[src/rtl/audio_pkg.sv]
// Shared audio-path constants and the coefficient loader's commit-FSM encoding.
package audio_pkg;

    localparam int FIR_COEF_BITS     = 16;
    localparam int FIR_TAP_ADDR_BITS = 8;
    localparam int NUM_FILTERS       = 4;

    typedef logic [1:0] coef_ld_state_t;

    localparam coef_ld_state_t ST_IDLE       = 2'd0;
    localparam coef_ld_state_t ST_WAIT_GRANT = 2'd1;
    localparam coef_ld_state_t ST_WRITE      = 2'd2;

endpackage

[src/rtl/coef_fifo.sv]
// Small synchronous FIFO holding pending coefficient writes; head is the oldest entry.
module coef_fifo #(
    parameter int WIDTH = 27,
    parameter int DEPTH = 4
) (
    input  logic                       clk,
    input  logic                       reset,
    input  logic                       push_i,
    input  logic [WIDTH-1:0]           data_i,
    input  logic                       pop_i,
    output logic                       full_o,
    output logic                       empty_o,
    output logic [WIDTH-1:0]           head_o,
    output logic [$clog2(DEPTH):0]     count_o
);

    localparam int AW = $clog2(DEPTH);
    localparam int CW = AW + 1;

    logic [WIDTH-1:0] mem_q [DEPTH];
    logic [AW-1:0]    wr_ptr_q, rd_ptr_q;
    logic [CW-1:0]    count_q, count_d;
    logic             do_push, do_pop;

    assign full_o  = (count_q == CW'(DEPTH));
    assign empty_o = (count_q == '0);
    assign head_o  = mem_q[rd_ptr_q];
    assign count_o = count_q;

    // A push while full is refused even if a pop happens in the same cycle.
    assign do_push = push_i && !full_o;
    assign do_pop  = pop_i && !empty_o;

    always_comb begin
        count_d = count_q;
        if (do_push && !do_pop) begin
            count_d = count_q + 1'b1;
        end else if (!do_push && do_pop) begin
            count_d = count_q - 1'b1;
        end
    end

    always_ff @(posedge clk or posedge reset) begin
        if (reset) begin
            wr_ptr_q <= '0;
            rd_ptr_q <= '0;
            count_q  <= '0;
        end else begin
            if (do_push) wr_ptr_q <= wr_ptr_q + 1'b1;
            if (do_pop)  rd_ptr_q <= rd_ptr_q + 1'b1;
            count_q <= count_d;
        end
    end

    always_ff @(posedge clk) begin
        if (do_push) mem_q[wr_ptr_q] <= data_i;
    end

endmodule

[src/rtl/fir_coef_loader.sv]
// Turns SPI coefficient strobes into queued {filter, tap} RAM writes, committed only
// while the FIR engine grants the RAM; tracks per-filter completion and error flags.
module fir_coef_loader #(
    parameter int NUM_FILTERS      = audio_pkg::NUM_FILTERS,
    parameter int FILTER_ADDR_BITS = 2,
    parameter int TAP_ADDR_BITS    = audio_pkg::FIR_TAP_ADDR_BITS,
    parameter int COEF_BITS        = audio_pkg::FIR_COEF_BITS,
    parameter int FIFO_DEPTH       = 4
) (
    input  logic                                    clk,
    input  logic                                    reset,
    input  logic                                    coef_wr_stb,
    input  logic [7:0]                              coef_lsb,
    input  logic [7:0]                              coef_msb,
    input  logic [7:0]                              filter_select,
    input  logic [7:0]                              taps_per_filter,
    input  logic                                    tap_clear,
    input  logic                                    ram_grant,
    output logic                                    ram_wr_en,
    output logic [FILTER_ADDR_BITS+TAP_ADDR_BITS-1:0] ram_wr_addr,
    output logic [COEF_BITS-1:0]                    ram_wr_data,
    output logic [7:0]                              tap_ptr,
    output logic [NUM_FILTERS-1:0]                  filter_loaded,
    output logic                                    overflow,
    output logic                                    sel_err,
    output logic                                    busy,
    output logic [1:0]                              dbg_state
);

    import audio_pkg::*;

    localparam int AW    = FILTER_ADDR_BITS + TAP_ADDR_BITS;
    localparam int EW    = 1 + AW + COEF_BITS;
    localparam int CNT_W = $clog2(FIFO_DEPTH) + 1;
    localparam logic [7:0] NF8 = 8'(NUM_FILTERS);

    logic [7:0]                  tap_q, tap_d, tap_base, prev_sel_q;
    logic [NUM_FILTERS-1:0]      loaded_q, loaded_d;
    logic                        ovf_q, ovf_d, selerr_q, selerr_d;
    coef_ld_state_t              state_q, state_d;
    logic                        sel_ok, sel_change, last;
    logic                        do_push, do_pop;
    logic                        fifo_full, fifo_empty;
    logic [CNT_W-1:0]            fifo_count;
    logic [EW-1:0]               push_data, head;
    logic [FILTER_ADDR_BITS-1:0] sel_idx, head_filter;
    logic                        head_last;

    assign sel_ok      = (filter_select < NF8);
    assign sel_change  = (filter_select != prev_sel_q);
    assign sel_idx     = filter_select[FILTER_ADDR_BITS-1:0];
    // Filter change or tap_clear restart the pointer before a same-cycle strobe is tagged.
    assign tap_base    = (sel_change || tap_clear) ? 8'd0 : tap_q;
    assign last        = (tap_base == (taps_per_filter - 8'd1));
    assign do_push     = coef_wr_stb && sel_ok && !fifo_full;
    assign push_data   = {last, sel_idx, TAP_ADDR_BITS'(tap_base), COEF_BITS'({coef_msb, coef_lsb})};
    assign head_last   = head[EW-1];
    assign head_filter = head[COEF_BITS+TAP_ADDR_BITS +: FILTER_ADDR_BITS];

    coef_fifo #(
        .WIDTH (EW),
        .DEPTH (FIFO_DEPTH)
    ) u_fifo (
        .clk     (clk),
        .reset   (reset),
        .push_i  (do_push),
        .data_i  (push_data),
        .pop_i   (do_pop),
        .full_o  (fifo_full),
        .empty_o (fifo_empty),
        .head_o  (head),
        .count_o (fifo_count)
    );

    always_comb begin
        tap_d    = tap_base;
        ovf_d    = tap_clear ? 1'b0 : ovf_q;
        selerr_d = tap_clear ? 1'b0 : selerr_q;
        loaded_d = loaded_q;
        if (tap_clear && sel_ok) loaded_d[sel_idx] = 1'b0;
        if (do_push) tap_d = last ? 8'd0 : tap_base + 8'd1;
        if (coef_wr_stb && !sel_ok) selerr_d = 1'b1;
        if (coef_wr_stb && sel_ok && fifo_full) ovf_d = 1'b1;
        if (do_pop && head_last) loaded_d[head_filter] = 1'b1;
    end

    always_comb begin
        state_d = state_q;
        do_pop  = 1'b0;
        case (state_q)
            ST_IDLE: begin
                if (!fifo_empty) state_d = ST_WAIT_GRANT;
            end
            ST_WAIT_GRANT: begin
                if (ram_grant) state_d = ST_WRITE;
            end
            ST_WRITE: begin
                state_d = ST_WAIT_GRANT;
                if (ram_grant) begin
                    do_pop = 1'b1;
                    if (fifo_count == CNT_W'(1) && !do_push) state_d = ST_IDLE;
                end
            end
            default: state_d = ST_IDLE;
        endcase
    end

    always_ff @(posedge clk or posedge reset) begin
        if (reset) begin
            tap_q      <= '0;
            prev_sel_q <= '0;
            loaded_q   <= '0;
            ovf_q      <= 1'b0;
            selerr_q   <= 1'b0;
            state_q    <= ST_IDLE;
        end else begin
            tap_q      <= tap_d;
            prev_sel_q <= filter_select;
            loaded_q   <= loaded_d;
            ovf_q      <= ovf_d;
            selerr_q   <= selerr_d;
            state_q    <= state_d;
        end
    end

    assign ram_wr_en     = do_pop;
    assign ram_wr_addr   = do_pop ? head[COEF_BITS +: AW] : '0;
    assign ram_wr_data   = do_pop ? head[COEF_BITS-1:0] : '0;
    assign tap_ptr       = tap_q;
    assign filter_loaded = loaded_q;
    assign overflow      = ovf_q;
    assign sel_err       = selerr_q;
    assign busy          = !fifo_empty || (state_q != ST_IDLE);
    assign dbg_state     = state_q;

endmodule

[config.mk]
export PLATFORM = sky130hd
export DESIGN_NAME = fir_coef_loader
export DESIGN_NICKNAME = d
export VERILOG_FILES = /design/src/rtl/audio_pkg.sv /design/src/rtl/coef_fifo.sv /design/src/rtl/fir_coef_loader.sv
export SDC_FILE = /design/constraint.sdc
export NUM_CORES = 1
export LEC_CHECK = 0
export ABC_AREA = 1
export CAP_MARGIN = 0
export CORE_UTILIZATION = 40
export DETAILED_ROUTE_END_ITERATION = 10
export GPL_TIMING_DRIVEN = 1
export PLACE_DENSITY = 0.6
export SYNTH_ARGS = -nofsm -noshare
export SYNTH_HDL_FRONTEND = slang
export SYNTH_HIERARCHICAL = 1
export SYNTH_SLANG_ARGS = --single-unit
export TNS_END_PERCENT = 100
[constraint.sdc]
create_clock -name clk -period 3.5 [get_ports clk]
set_input_delay 0.7 -clock clk [delete_from_list [all_inputs] [get_ports clk]]
set_output_delay 0.7 -clock clk [all_outputs]
set_load 0.01 [all_outputs]
==> metrics, run 1 <==
CP Launch Type register; clk root buf clkbuf_16; syn_area_per_cell 9.82 um^2; RSZ-0062 raised after global routing no; static leakage 3.76 nW; # hold bufs at CTS 0; final setup vio count 0; Critical Path Sink Type output pin; I/O Buffers 80; Design Area, Final 8440 um^2; ratio of cells with drive above 1 in the final layout 0.0958; crit-path max cell delay 550 ps; GR Util All Layers 0.175; WHS Endpoint overflow$_DFFE_PP0P_; sequential share of the synthesized area 0.607; synthesis warning total 6; Netlist cell types 37; layout net count 815; Iter 0 DRT Violations 209; CP Class reg -> out; synth top area cells edfxtp_1 49%, dfrtp_1 12%, nand2_1 9.9%, inv_1 8.4%, o211ai_1 5.0%; vias in the first global route 4547; fillers 1454; period utilisation layout 0.925; H-tree depth 4; Setup TNS 0 ps; CTS resizes 0; cell family with most CP delay buffers and inverters; routed vias 4640; GPL Wtd Cong 0.855; hold path depth 1; die area 17100 um^2; routed length on met3 608 um; placed cells 967; Num CTS Buffers 17; Vias/cell 4.64; CTS clk-pin slew, worst paths 60 ps; Slew headroom 0.329; DR WL/cell 13.6 um; f_max 309 MHz; Reg-to-Reg Start u_fifo/count_o[0]$_DFFE_PP0P_; Multi-input gate area 1940 um^2; pwr dens 609 nW/um^2; wl on met1 6180 um; Fin. Hold Viols 0; syn nets 719; DP Area 7780 um^2; remaining antenna violation count 0; Crit Path Max Fanout 27; routed wl met2 6720 um; Yosys top cell area share 0.490; Antenna Cells 0; cell taking the most area after synthesis edfxtp_1; CP required 2800 ps; CP Data Arrival Time 2540 ps; DRT Wirelength 13600 um; Buf/Inv on CP 4; drt drc 0; min-delay src overflow$_DFFE_PP0P_; Starting Density 0.414; TritonRoute pass-1 iters 5; FF-to-FF End u_fifo/count_o[2]$_DFFE_PP0P_; clk_lat worst skew 410 ps; FF-to-FF setup slack 1070 ps; Sink Count 139; core area 16000 um^2; most common cell after layout, fill and taps aside nand2_1; register area 4020 um^2; Tmin final 3240 ps; count of pins over their slew limit 0; commonest non-fill, non-tap cells in the layout 174 x nand2_1, 149 x inv_1, 108 x edfxtp_1; Worst path slowest cell clkdlybuf4s50_1; Gate Count Post-Synth 674; peak supply drop 0.367 mV; outcome complete, no violations; Max Root-Sink Buffers 2; FF-to-FF path depth 15; dpl hpwl 9190 um; initial antenna violation count 0; post-route non-filler standard cell count 999; Worst Skew 7.15 ps; Max-cap violations 0; Highest Signal Layer met4; Setup Buffers After CTS 0; Tot Pwr 0.00514 W; total grt overflow 0; row count 46; worst path cell trace clkinv_2 > buf_4 > nand2_1 > o211ai_1 > nand2_1 > inv_1 > nor2_1 > clkdlybuf4s50_1; largest net degree at the start of global routing 54; most frequent CP cell nand2_1; die width 131 um; IO Pins 81; die height 131 um; area delta synth->final 27.5%; TritonCTS clock tree yes; synthesis-stage register bit count 139; Post-Syn Area 6620 um^2; first-pass GRT wire length 22100 um; Slew @ Worst Pin 1000 ps; HP Class reg -> reg
## flip-flops by register name (all words and copies together) (netlist names)
name,cells
dbg_state,2
sel_err,1
u_fifo/mem_q,108
prev_sel_q,8
u_fifo/rd_ptr_q,2
u_fifo/count_o,3
overflow,1
u_fifo/wr_ptr_q,2
filter_loaded,4
tap_ptr,8
## Yosys cell counts, drive strengths merged
cell type / n
nor2: 56
or2: 1
a21oi: 3
and2: 1
nand4: 5
clkbuf: 3
xnor2: 4
nand3b: 2
nor3: 3
a32o: 1
inv: 153
buf: 16
edfxtp: 108
fa: 1
ha: 7
nand2: 174
nand3: 26
dfrtp: 31
o31ai: 2
a22o: 1
or3b: 1
clkinv: 2
xor2: 8
o21ai: 10
o2bb2ai: 1
o211ai: 54
## kinds of logic after synthesis
group	count (synthesis)	share of synthesized area
simple gates	269	0.171
xor+xnor	12	0.0159
buf+inv	174	0.104
compound gates	72	0.0856
fa+ha+maj	8	0.0163
flops	139	0.607
## worst max-delay path by stage
| stage | startpoint | endpoint | slack, ps | depth (start not counted) |
|---|---|---|---|---|
| after global placement | ram_grant | ram_wr_addr[3] | 310 | 7 |
| after floorplan | filter_select[3] | u_fifo/mem_q[0][0]$_DFFE_PP_ | 430 | 6 |
| after CTS | u_fifo/rd_ptr_q[0]$_DFFE_PP0P_ | ram_wr_addr[9] | 220 | 8 |
| final | u_fifo/rd_ptr_q[0]$_DFFE_PP0P_ | ram_wr_addr[9] | 260 | 8 |
| after detailed placement | ram_grant | ram_wr_data[11] | 250 | 7 |
| after global routing | u_fifo/rd_ptr_q[0]$_DFFE_PP0P_ | ram_wr_addr[9] | 40 | 8 |
## report_power, final
part           total, W  switching [W]  internal [W]
clock           0.00197       0.000643       0.00133
combinational   0.00126       0.000769      0.000493
sequential      0.00191      0.0000610       0.00184
## layout make-up
| class | count | share of cell area |
|---|---|---|
| sequential | 139 | 0.476 |
| multi-input combinational | 361 | 0.230 |
| timing repair buffer | 96 | 0.115 |
| inverter | 155 | 0.0691 |
| clock buffer | 19 | 0.0513 |
| tap | 216 | 0.0320 |
| clock inverter | 13 | 0.0264 |
## metal layers
layer,vias up,global-route usage
li1,2370,-
met3,4,0.0460
met1,2164,0.218
met4,0,0.0561
met5,-,0
met2,102,0.296
## through the flow
stage               hold WS, ps   util  setup WS (ps)
floorplan                   477      -            428
global placement            493  0.486            315
detailed placement          490  0.486            250
CTS                         519  0.527            217
global route                534  0.527           39.0
finish                      518  0.527            263
Note: power is estimated with default switching activity, not from simulation.
==> run 2: changes to the inputs <==
Settings changed: SLEW_MARGIN from default to 15, SYNTH_HIERARCHICAL 1 to default.
==> run 2 against run 1 <==
- sequential share of layout area rose by 3.0 points
- register-to-register slack improved by 200 ps
- wire length fell by 0.15%
- sequential power barely moved
- non-clock buffer count rose by 4
- final area fell by 6.0%
- critical endpoint is now ram_wr_addr[8]
==> metrics, run 2 <==
largest family of logic cells by synthesized area simple AND/OR/NAND/NOR gates; final setup vio count 0 (unchanged); most common cell after layout, fill and taps aside nor2_1; die height 127 um (-2.5%); HP Class reg -> reg; compound-cell area share of the yosys netlist 0.0826 (-0.00300); pwr dens 591 nW/um^2 (-3.0%); peak supply drop 0.370 mV (+0.71%); Post-Synth XOR/XNOR Area 0.0195 (+0.00364); FF-to-FF setup slack 1270 ps (+200 ps); clk_lat worst skew 410 ps (about the same); count of pins over their slew limit 0 (unchanged); Seq pwr share 0.409 (+0.038); syn nets 665 (-7.5%); Combinational Power Share 0.254 (+0.009); CTS clk-pin slew, worst paths 50 ps (about the same); total grt overflow 0 (unchanged); Setup TNS 0 ps (unchanged); placed cells 907 (-6.2%); CTS resizes 0 (unchanged); DR WL/cell 14.4 um (+6.3%); routed vias 4457 (-3.9%); area delta synth->final 26.3%; max reg flops 108 (unchanged); DP Area 7410 um^2 (-4.8%); static leakage 3.15 nW (-16%); Sink Count 139 (unchanged); Post-Synth Adder-Cell Area 0.0219 (+0.00565); switching power of the nets 0.00143 W (-3.2%); Tmin final 3270 ps (+34.9 ps); hold path depth 2 (+1); top-count cell post-synth nor2_1; syn_area_per_cell 10.2 um^2 (+3.7%); die width 127 um (-2.5%); GPL Wtd Cong 0.799 (-6.5%); # hold bufs at CTS 0 (unchanged); CP required 2800 ps (about the same); outcome complete, no violations; Num CTS Buffers 17 (unchanged); row count 45 (-2.2%); vias in the first global route 4375 (-3.8%); CP Launch Type register; dpl hpwl 9000 um (-2.0%); Slew @ Worst Pin 596 ps (-409 ps); Antenna Cells 0 (unchanged); Top FF cell, synth edfxtp_1; CP Data Arrival Time 2570 ps (+30 ps); largest net degree at the start of global routing 56 (+3.7%); DRT Wirelength 13500 um (-0.15%); TritonCTS clock tree yes; Slew headroom 0.603 (+0.273); synth top area cells edfxtp_1 52%, dfrtp_1 12%, nor2_1 7.3%, nand2_1 5.4%, o21ai_0 4.8%; FF-to-FF End tap_ptr[5]$_DFF_PP0_; mux contribution to synthesized area 0 (unchanged); synthesis warning total 0 (-6); ys async rst share 0.223 (unchanged); commonest non-fill, non-tap cells in the layout 119 x nor2_1, 108 x edfxtp_1, 91 x nand2_1; FF-to-FF path depth 12 (-3); Vias/cell 4.75 (+2.3%); sequential share of the synthesized area 0.640 (+0.0324); Crit Path Max Fanout 55 (+100%); Max-cap violations 0 (unchanged); min-delay src filter_loaded[0]$_DFF_PP0_; Max Root-Sink Buffers 2 (unchanged); cell taking the most area after synthesis edfxtp_1; CP Class reg -> out; Netlist cell types 32 (-14%); IO Pins 81 (unchanged); Reg with most FFs u_fifo.mem_q; H-tree depth 4 (unchanged); power share of the clock group 0.337 (-0.047); I/O Buffers 80 (unchanged); Gate Count Post-Synth 617 (-8.5%); first-pass GRT wire length 21600 um (-2.7%); Post-synth EDFFs 108 (unchanged); WHS Endpoint filter_loaded[0]$_DFF_PP0_; Starting Density 0.412 (-0.00186); Fin. Hold Viols 0 (unchanged); Yosys top cell area share 0.516 (+0.0261); Setup Buffers After CTS 0 (unchanged); drt drc 0 (unchanged); layout net count 763 (-6.4%); Post-Syn Area 6280 um^2 (-5.1%); Switching Fraction 0.304 (+0.0176); commonest cells in the netlist 123 x nor2_1, 108 x edfxtp_1, 91 x nand2_1, 68 x inv_1, 60 x o21ai_0; die area 16200 um^2 (-5.0%); Iter 0 DRT Violations 257 (+23%); remaining antenna violation count 0 (unchanged); TritonRoute pass-1 iters 4 (-1); synthesis-stage register bit count 139 (unchanged); Reg-to-Reg Start u_fifo.count_o[0]$_DFFE_PP0P_; Post-Synth Simple-Gate Area 0.176 (+0.00533); Worst Skew 5.68 ps (-1.47 ps); GR Util All Layers 0.176 (+0.000954); Design Area, Final 7930 um^2 (-6.0%); RSZ-0062 raised after global routing no; Critical Path Sink Type output pin; Pint 0.00326 W (-11%); f_max 306 MHz (-1.1%); core area 15300 um^2 (-4.6%); ratio of cells with drive above 1 in the final layout 0.0922 (-0.00363); post-route non-filler standard cell count 938 (-6.1%); clk root buf clkbuf_16; period utilisation layout 0.935 (+0.00998); initial antenna violation count 0 (unchanged)
## run 2: cell types whose count changed in the layout (fill, tap and decap cells not counted), moves of 5 or more
cell       previous run  this run
nand2_1             174        91
inv_1               149        68
nor2_1               45       119
o21ai_0               9        60
o211ai_1             44         0
a21oi_1               2        29
o211ai_2             10         0
buf_4                12        20
bufinv_16             6         1
## run 2: stage by stage
| stage | power (W) | setup slack (ps) | util | hold slack [ps] |
|---|---|---|---|---|
| CTS | 0.00473 | 29.8 | 0.520 | 518 |
| floorplan | 0.00269 | 614 | - | 475 |
| detailed placement | 0.00315 | 261 | 0.486 | 505 |
| finish | 0.00469 | 228 | 0.520 | 531 |
| global route | 0.00497 | 33.7 | 0.520 | 560 |
| global placement | 0.00312 | 287 | 0.486 | 494 |
## run 2: power groups by stage
stage	clock network [W]	logic (W)	registers, W
2_1_floorplan	0	0.000752	0.00194
3_3_place_gp	0	0.00118	0.00194
3_5_place_dp	0	0.00120	0.00195
4_1_cts	0.00161	0.00121	0.00192
5_1_grt	0.00168	0.00135	0.00193
6_report	0.00158	0.00119	0.00192
## run 2: worst max-delay path by stage
stage	startpoint	to	slack, ps	cells after the start
finish	u_fifo.rd_ptr_q[0]$_DFFE_PP0P_	ram_wr_addr[8]	230	6
global route	u_fifo.rd_ptr_q[0]$_DFFE_PP0P_	ram_wr_addr[8]	30	6
CTS	u_fifo.rd_ptr_q[0]$_DFFE_PP0P_	ram_wr_data[15]	30	5
detailed placement	ram_grant	ram_wr_data[6]	260	7
global placement	ram_grant	ram_wr_data[10]	290	7
floorplan	filter_select[2]	u_fifo.mem_q[0][0]$_DFFE_PP_	610	5
## run 2: kinds of logic (layout without fill, tap and decap cells)
kind of cell	after synthesis	count (layout)
AND/OR/NAND/NOR	258	258
buffers and inverters	96	206
AO/OA/AOI/OAI	99	99
flip-flops	139	139
adder cells (fa/ha/maj)	11	11
XOR/XNOR	14	14
## run 2: area by class of cell
cell class / instances / area, um^2
Sequential cell: 139 / 4020
Inverter: 75 / 285
Multi-Input combinational cell: 382 / 1900
Tap cell: 211 / 264
Clock inverter: 10 / 77.6
Clock buffer: 21 / 440
Timing Repair Buffer: 100 / 951
Fill cell: 1382 / 7320
## run 2: layer usage
metal  up-vias  global-route usage  wire length, um
met5         -                   0                0
li1       2238                   -                -
met1      2113               0.219             6110
met4         0              0.0546              141
met2        95               0.296             6700
met3        11              0.0494              586
## run 2: critical path, cell delays in order (launching register included)
cell	delay (ps)
dfrtp_2	380
buf_4	490
nand2_1	100
a32oi_1	340
inv_1	130
nor2_1	130
clkdlybuf4s50_1	550
==> run 3: changes to the inputs <==
Settings changed: TNS_END_PERCENT 100 to 5.
==> results of run 3 <==
Same layout as run 2: the final DEF is identical, and so are final timing and power.
